===== src/rtl/compare_unit.sv =====
// rtl/compare_unit.sv - multi-cycle magnitude comparator, one chunk per cycle from the MSB end
module compare_unit #(
    parameter int WIDTH = 32,
    parameter int CHUNK = 8
) (
    input  logic             clk,
    input  logic             rst,
    input  logic             start,
    input  logic             mode_signed,
    input  logic [WIDTH-1:0] a,
    input  logic [WIDTH-1:0] b,
    output logic             busy,
    output logic             done,
    output logic [2:0]       c
);

    // Guarded chunk size so the derived constants stay computable even when
    // the parameter check below is about to stop elaboration.
    localparam int CHUNK_SAFE = (CHUNK < 1) ? 1 : CHUNK;
    localparam int NCHUNK     = WIDTH / CHUNK_SAFE;
    localparam int IDXW       = (NCHUNK > 1) ? $clog2(NCHUNK) : 1;

    localparam logic [IDXW-1:0]  TOP_IDX  = IDXW'(NCHUNK - 1);
    localparam logic [WIDTH-1:0] MSB_MASK = WIDTH'(1) << (WIDTH - 1);

    localparam logic [0:0] IDLE = 1'b0;
    localparam logic [0:0] BUSY = 1'b1;

    generate
        if ((CHUNK < 1) || (WIDTH < 1) || ((WIDTH % CHUNK_SAFE) != 0)) begin : g_bad_params
            $error("compare_unit: WIDTH must be a positive multiple of CHUNK and CHUNK >= 1");
        end
    endgenerate

    logic [0:0]       state;
    logic [IDXW-1:0]  idx;
    logic [WIDTH-1:0] ra;
    logic [WIDTH-1:0] rb;
    logic [CHUNK_SAFE-1:0] chunk_a;
    logic [CHUNK_SAFE-1:0] chunk_b;

    // Current chunk of each captured operand, selected by the chunk index.
    assign chunk_a = CHUNK_SAFE'(ra >> (int'(idx) * CHUNK_SAFE));
    assign chunk_b = CHUNK_SAFE'(rb >> (int'(idx) * CHUNK_SAFE));

    assign busy = (state == BUSY);

    // Capture on start, then walk chunks MSB-first; the first differing chunk
    // decides the result, so equal operands run the full NCHUNK cycles.
    // Signed mode flips the sign bits at capture, which maps two's-complement
    // order onto unsigned order for the whole chunk walk.
    always_ff @(posedge clk) begin
        if (rst) begin
            state <= IDLE;
            idx   <= '0;
            ra    <= '0;
            rb    <= '0;
            c     <= 3'b000;
            done  <= 1'b0;
        end else begin
            done <= 1'b0;
            case (state)
                IDLE: begin
                    if (start) begin
                        ra    <= mode_signed ? (a ^ MSB_MASK) : a;
                        rb    <= mode_signed ? (b ^ MSB_MASK) : b;
                        idx   <= TOP_IDX;
                        state <= BUSY;
                    end
                end
                BUSY: begin
                    if (chunk_a > chunk_b) begin
                        c     <= 3'b001;
                        done  <= 1'b1;
                        state <= IDLE;
                    end else if (chunk_a < chunk_b) begin
                        c     <= 3'b010;
                        done  <= 1'b1;
                        state <= IDLE;
                    end else if (idx != '0) begin
                        idx <= idx - 1'b1;
                    end else begin
                        c     <= 3'b100;
                        done  <= 1'b1;
                        state <= IDLE;
                    end
                end
                default: state <= IDLE;
            endcase
        end
    end

endmodule


===== config.mk =====
export PLATFORM = sky130hd
export DESIGN_NAME = compare_unit
export DESIGN_NICKNAME = d
export VERILOG_FILES = /design/src/rtl/compare_unit.sv
export SDC_FILE = /design/constraint.sdc
export NUM_CORES = 1
export LEC_CHECK = 0
export ABC_CLOCK_PERIOD_IN_PS = 4000
export CAP_MARGIN = 10
export CORE_ASPECT_RATIO = 0.75
export CORE_MARGIN = 2
export CORE_UTILIZATION = 51
export CTS_BUF_LIST = sky130_fd_sc_hd__clkbuf_4
export DETAILED_ROUTE_END_ITERATION = 16
export PLACE_DENSITY = 0.77
export SYNTH_ARGS = -nofsm -noshare
export SYNTH_HDL_FRONTEND = slang
export SYNTH_SLANG_ARGS = --single-unit

===== constraint.sdc =====
create_clock -name clk -period 4 [get_ports clk]
set_clock_uncertainty 0.2 [all_clocks]
set_input_delay 0.6 -clock clk [delete_from_list [all_inputs] [get_ports clk]]
set_output_delay 0.6 -clock clk [all_outputs]
set_load 0.03 [all_outputs]

# Word level (Yosys, flattened, before mapping)
# Cells that the tools add are included.
# Widths: inputs -> output; s select.
# op_classes
mux	18
magnitude_cmp	2
n_reduce_logical	5
shifts	2
eq_ne	5
n_bitwise	3
n_addsub	1
# op_table
cell	n
$mux 32	2
$shr 32x5->8	2
$mux 3	3
$gt 8x8->1	1
$lt 8x8->1	1
$mux 2	4
$mux 1	7
$ne 2x2->1 const B	3
$pmux 2 s2	1
$reduce_and 2->1	2
$reduce_and 4->1	1
$ne 3x3->1 const B	1
$not 1->1	3
$ne 2x1->1 const B	1
$pmux 1 s2	1
$reduce_bool 2->1	1
$reduce_or 2->1	1
$sub 2x1->2 const B	1
# word_totals
wordCells	42
regBits	71
output_inout_bits	5
inputBits	68

# Longest topological paths before layout
# depth
depth_word	5
depth_mapped	10
depth_no_buf	8

# Worst setup path before layout
# Ideal clock, no wire load.
# synth_path
path_kind	reg2reg
start	register idx[0]
end	register idx[1]
arrival_time_ps	2597
setup_ps	79
period_less_slack_ps	2876
stages_incl_launch_ff	10
n_path_buf	2
setup_slack_ps	1124
cell_sequence	dfxtp_1 -> buf_2 -> buf_2 -> mux4_2 -> ha_1 -> nand4_1 -> or2_4 -> a311oi_4 -> nor3_1 -> a211oi_2
# synth_via
elab_chain_cells	5
word_cells_on_any_way	14
classes_between	add/sub: 1; order compare: 2; eq/ne: 3; shift: 2; mux: 4; reduce/logical: 2
# synth_lines
item	line	source
start: declaration	36	logic [IDXW-1:0] idx;
start signal: assignment	81	idx <= idx - 1'b1;
branches (longest 5 deep; another with $lt 8x8->1)	--	
# Several ways; the timed one is not identified. The select of a mux whose other input is x is not followed.
# A chain may end at the register's enable or synchronous reset.

# Worst setup path after layout
# Ends and elaborated chain as after synthesis.

==> metrics.md <==
| Metric | Value |
|---|---|
| HP Start | rb[25] |
| Share of cells above drive strength 1 | between 10% and 20% |
| Initial DRC Count | ~110 |
| Core area | 5860 µm² |
| Overall die height | roughly 70 µm |
| Max stage delay cell, worst path | mux4_2 |
| Pin count of the biggest net entering global routing | around 70 |
| # clock sinks | around 70 |
| Syn_nets | roughly 440 |
| Post_cts resized | 0 |
| Flop pwr share | between 40% and 50% |
| Via density per instance | approximately 5.3 |
| Initial antenna violation count | 0 |
| Final Setup Violations | 0 |
| Switching Fraction | between 20 and 30% |
| EDFF count, synth | 0 |
| H-tree levels | 3 |
| Clk buf depth | 2 |
| Placed Area | roughly 3800 µm² |
| Design area | around 4000 µm² |
| P_leak | about 1.5 nW |
| Least-Margin Pin Slew | ~1.2 ns |
| Post-CTS setup buffers | 0 |
| Area delta synth->final | 28.7% |
| Fmax | between 0.3 and 0.4 GHz |
| DP Cell Count | 488 |
| Status | finished clean |
| Antenna Violating Nets Remaining | 0 |
| Clock Power Share | 31.6% |
| Synth area leader | dfxtp_1 |
| Root Buffer | clkbuf_4 |
| Final WL | approximately 6600 µm |
| CP endpoint kind | flip-flop |
| Cell variety after synth | 24 |
| Compound-Gate Fraction of Synth Area | 15.1% |
| Global-route wire length before repair | roughly 11,000 µm |
| Antenna diodes | 0 |
| Combinational share of power | 19.4% |
| Initial core utilization | ~53% |
| Post-Syn Instances | about 360 |
| Unrepaired setup endpoints after global routing | no |
| TritonCTS clock tree | done |
| Port bufs | 72 |
| Global route total overflow | 0 |
| Top cells by area, synth | dfxtp_1, nand2_1, mux4_2 |
| Setup crit start kind | flip-flop |
| P_sw | ~400 µW |
| Async set-reset flop share out of synthesis | 0% |
| CTS Hold Bufs | 0 |
| Max-slew headroom | between 20% and 30% |
| Wire length per cell | ~13 µm |
| Synth Area in Adders | approximately 3.6% |
| Worst setup path startpoint | idx[0] |
| Total Power | 1.60 mW |
| Nets@finish | about 500 |
| Syn. warnings | 0 |
| Final number of max-transition violations | 0 |
| Post-Synth XOR/XNOR Area | less than 1% |
| Layout Cells excl Fill | 504 |
| Crit path largest cell delay | 0.54 ns |
| Mux share of post-synthesis cell area | ~12% |
| CTS buffer count | 9 |
| Maxcap violations | 0 |
| Seq/Total Area, Yosys | between 40% and 50% |
| R2R Path Start | idx[0] |
| DIE AREA | ~6700 µm² |
| GRT Overall Usage | roughly a fifth |
| Int Pwr | roughly 1.2 mW |
| P per Cell Area | about 400 nW/µm² |
| Clk_lat worst skew | ~0.4 ns |
| Final hold viol count | 0 |
| Largest family of logic cells by synthesized area | simple AND/OR/NAND/NOR gates |
| Critical Path RT | just over 4 ns |
| Sum Neg Setup Slack | 0 ns |
| Vias in the first global route | approximately 2,500 |
| Synth Cell Area | between 3000 and 4000 µm² |
| Period Utilization, post-route | between 70% and 80% |
| Final Wtd Congestion | ~0.87 |
| Top post-synthesis cells by count | nand2_1, dfxtp_1, a21oi_1 |
| Minimum clock period | 3.01 ns |
| Cell chain of the critical path | buf_4, mux4_2, ha_1, nand4_1, or2_4, a311oi_4, nor3_1, a211oi_2 |
| Detailed Place HPWL | 4650 µm |
| Ys flop type | dfxtp_1 |
| Via count | 2,646 |
| Ports | 73 |
| Top cell type's share of synthesized area | a little under half |
| Critical Path Fanout Max | 14 |
| Worst path arrival time | between 3 and 4 ns |
| R2R Setup Slk | 0.99 ns |
| Synth Register Bits | 71 |
| Most common cell in the netlist | nand2_1 |
| Reg clk slew, reported paths | roughly 0.11 ns |
| WS Path Type | flip-flop to flip-flop |
| Min Hold Slack | ~0.26 ns |
| Num rows | 24 |
| Avg Cell Area, Syn | 8.58 µm² |
| Post-Synth Simple-Gate Area | about 18% |
| Worst hold path type | flip-flop to flip-flop |
| Post-route DRC violation count | 0 |
| Die Width | about 94 µm |
| Peak supply drop | ~0.19 mV |
| DRT Pass-1 Iters | 4 |
state kept, by name, summed over array words and instances, names as in the netlist:
name,cells
busy,1
c,3
done,1
idx,2
ra,32
rb,32
worst paths after layout:
kind / to / cells past startpoint
worst max-delay path: idx[1] / 8
worst min-delay path: rb[25] / 2
worst max register to register: idx[1] / 8
worst min register to register: rb[25] / 2
stage by stage:
| step | util (%) | setup slack (ns) |
|---|---|---|
| after CTS | 68.3 | 0.964 |
| after global routing | 68.3 | 0.756 |
| after floorplan | - | 1.12 |
| after detailed placement | 65.5 | 0.986 |
| final | 68.3 | 0.986 |
| after global placement | 65.5 | 1.08 |
placed cells by master, fill, tap and decap left out, types with 2 or more instances in the layout:
master and instances:
clkbuf_4 12, nor2_1 5, o21ai_0 2, ha_1 9, dfxtp_1 71, nand2_1 127
mux4_2 16, a211oi_1 3, bufinv_16 2, nor2b_1 2, clkdlybuf4s50_1 71, xnor2_1 2
nand4_1 2, inv_1 10, a21oi_1 70, a21o_2 2, buf_4 4, nand2b_1 3
clkinv_2 2
routing by layer:
layer | wire length, µm | global-route usage, % | share of wire (%)
met5 | 0 | 0 | 0
met4 | 80 | 6.60 | 1.2
met3 | 332 | 5.78 | 5.0
met2 | 3300 | 36.0 | 50
met1 | 2880 | 24.9 | 44
power by group through the flow:
stage / Sequential (mW) / Clock, mW / Combinational, mW
after global placement: 0.798 / 0 / 0.301
final: 0.782 / 0.504 / 0.310
after CTS: 0.783 / 0.510 / 0.312
after detailed placement: 0.799 / 0 / 0.309
after global routing: 0.788 / 0.540 / 0.343
after floorplan: 0.792 / 0 / 0.198
logic make-up (layout without fill, tap and decap cells):
logic type               Yosys count  in the layout
AND/OR/NAND/NOR                  143            143
AO/OA/AOI/OAI                     83             83
buffers and inverters             38            102
XOR/XNOR                           2              2
multiplexers                      16             16
flip-flops                        71             71
adder cells (fa/ha/maj)            9              9
cell type report:
| type | instances | area, µm² |
|---|---|---|
| clock buffers | 12 | 90.1 |
| flip-flops and latches | 71 | 1420 |
| inverters | 10 | 37.5 |
| multi-input cells | 253 | 1540 |
| fillers | 484 | 1860 |
| repair buffers | 76 | 746 |
| clock inverters | 4 | 70.1 |
| well taps | 78 | 97.6 |
critical path: cells and delay by family, from the launching register on:
| family | cells | cell delay (ns) |
|---|---|---|
| AOI/OAI and AO/OA | 2 | 0.55 |
| adders and majority gates | 1 | 0.31 |
| buffers and inverters | 1 | 0.32 |
| DFF | 1 | 0.50 |
| muxes | 1 | 0.54 |
| and+or+nand+nor | 3 | 0.52 |
Note: power is estimated with default switching activity, not from simulation.
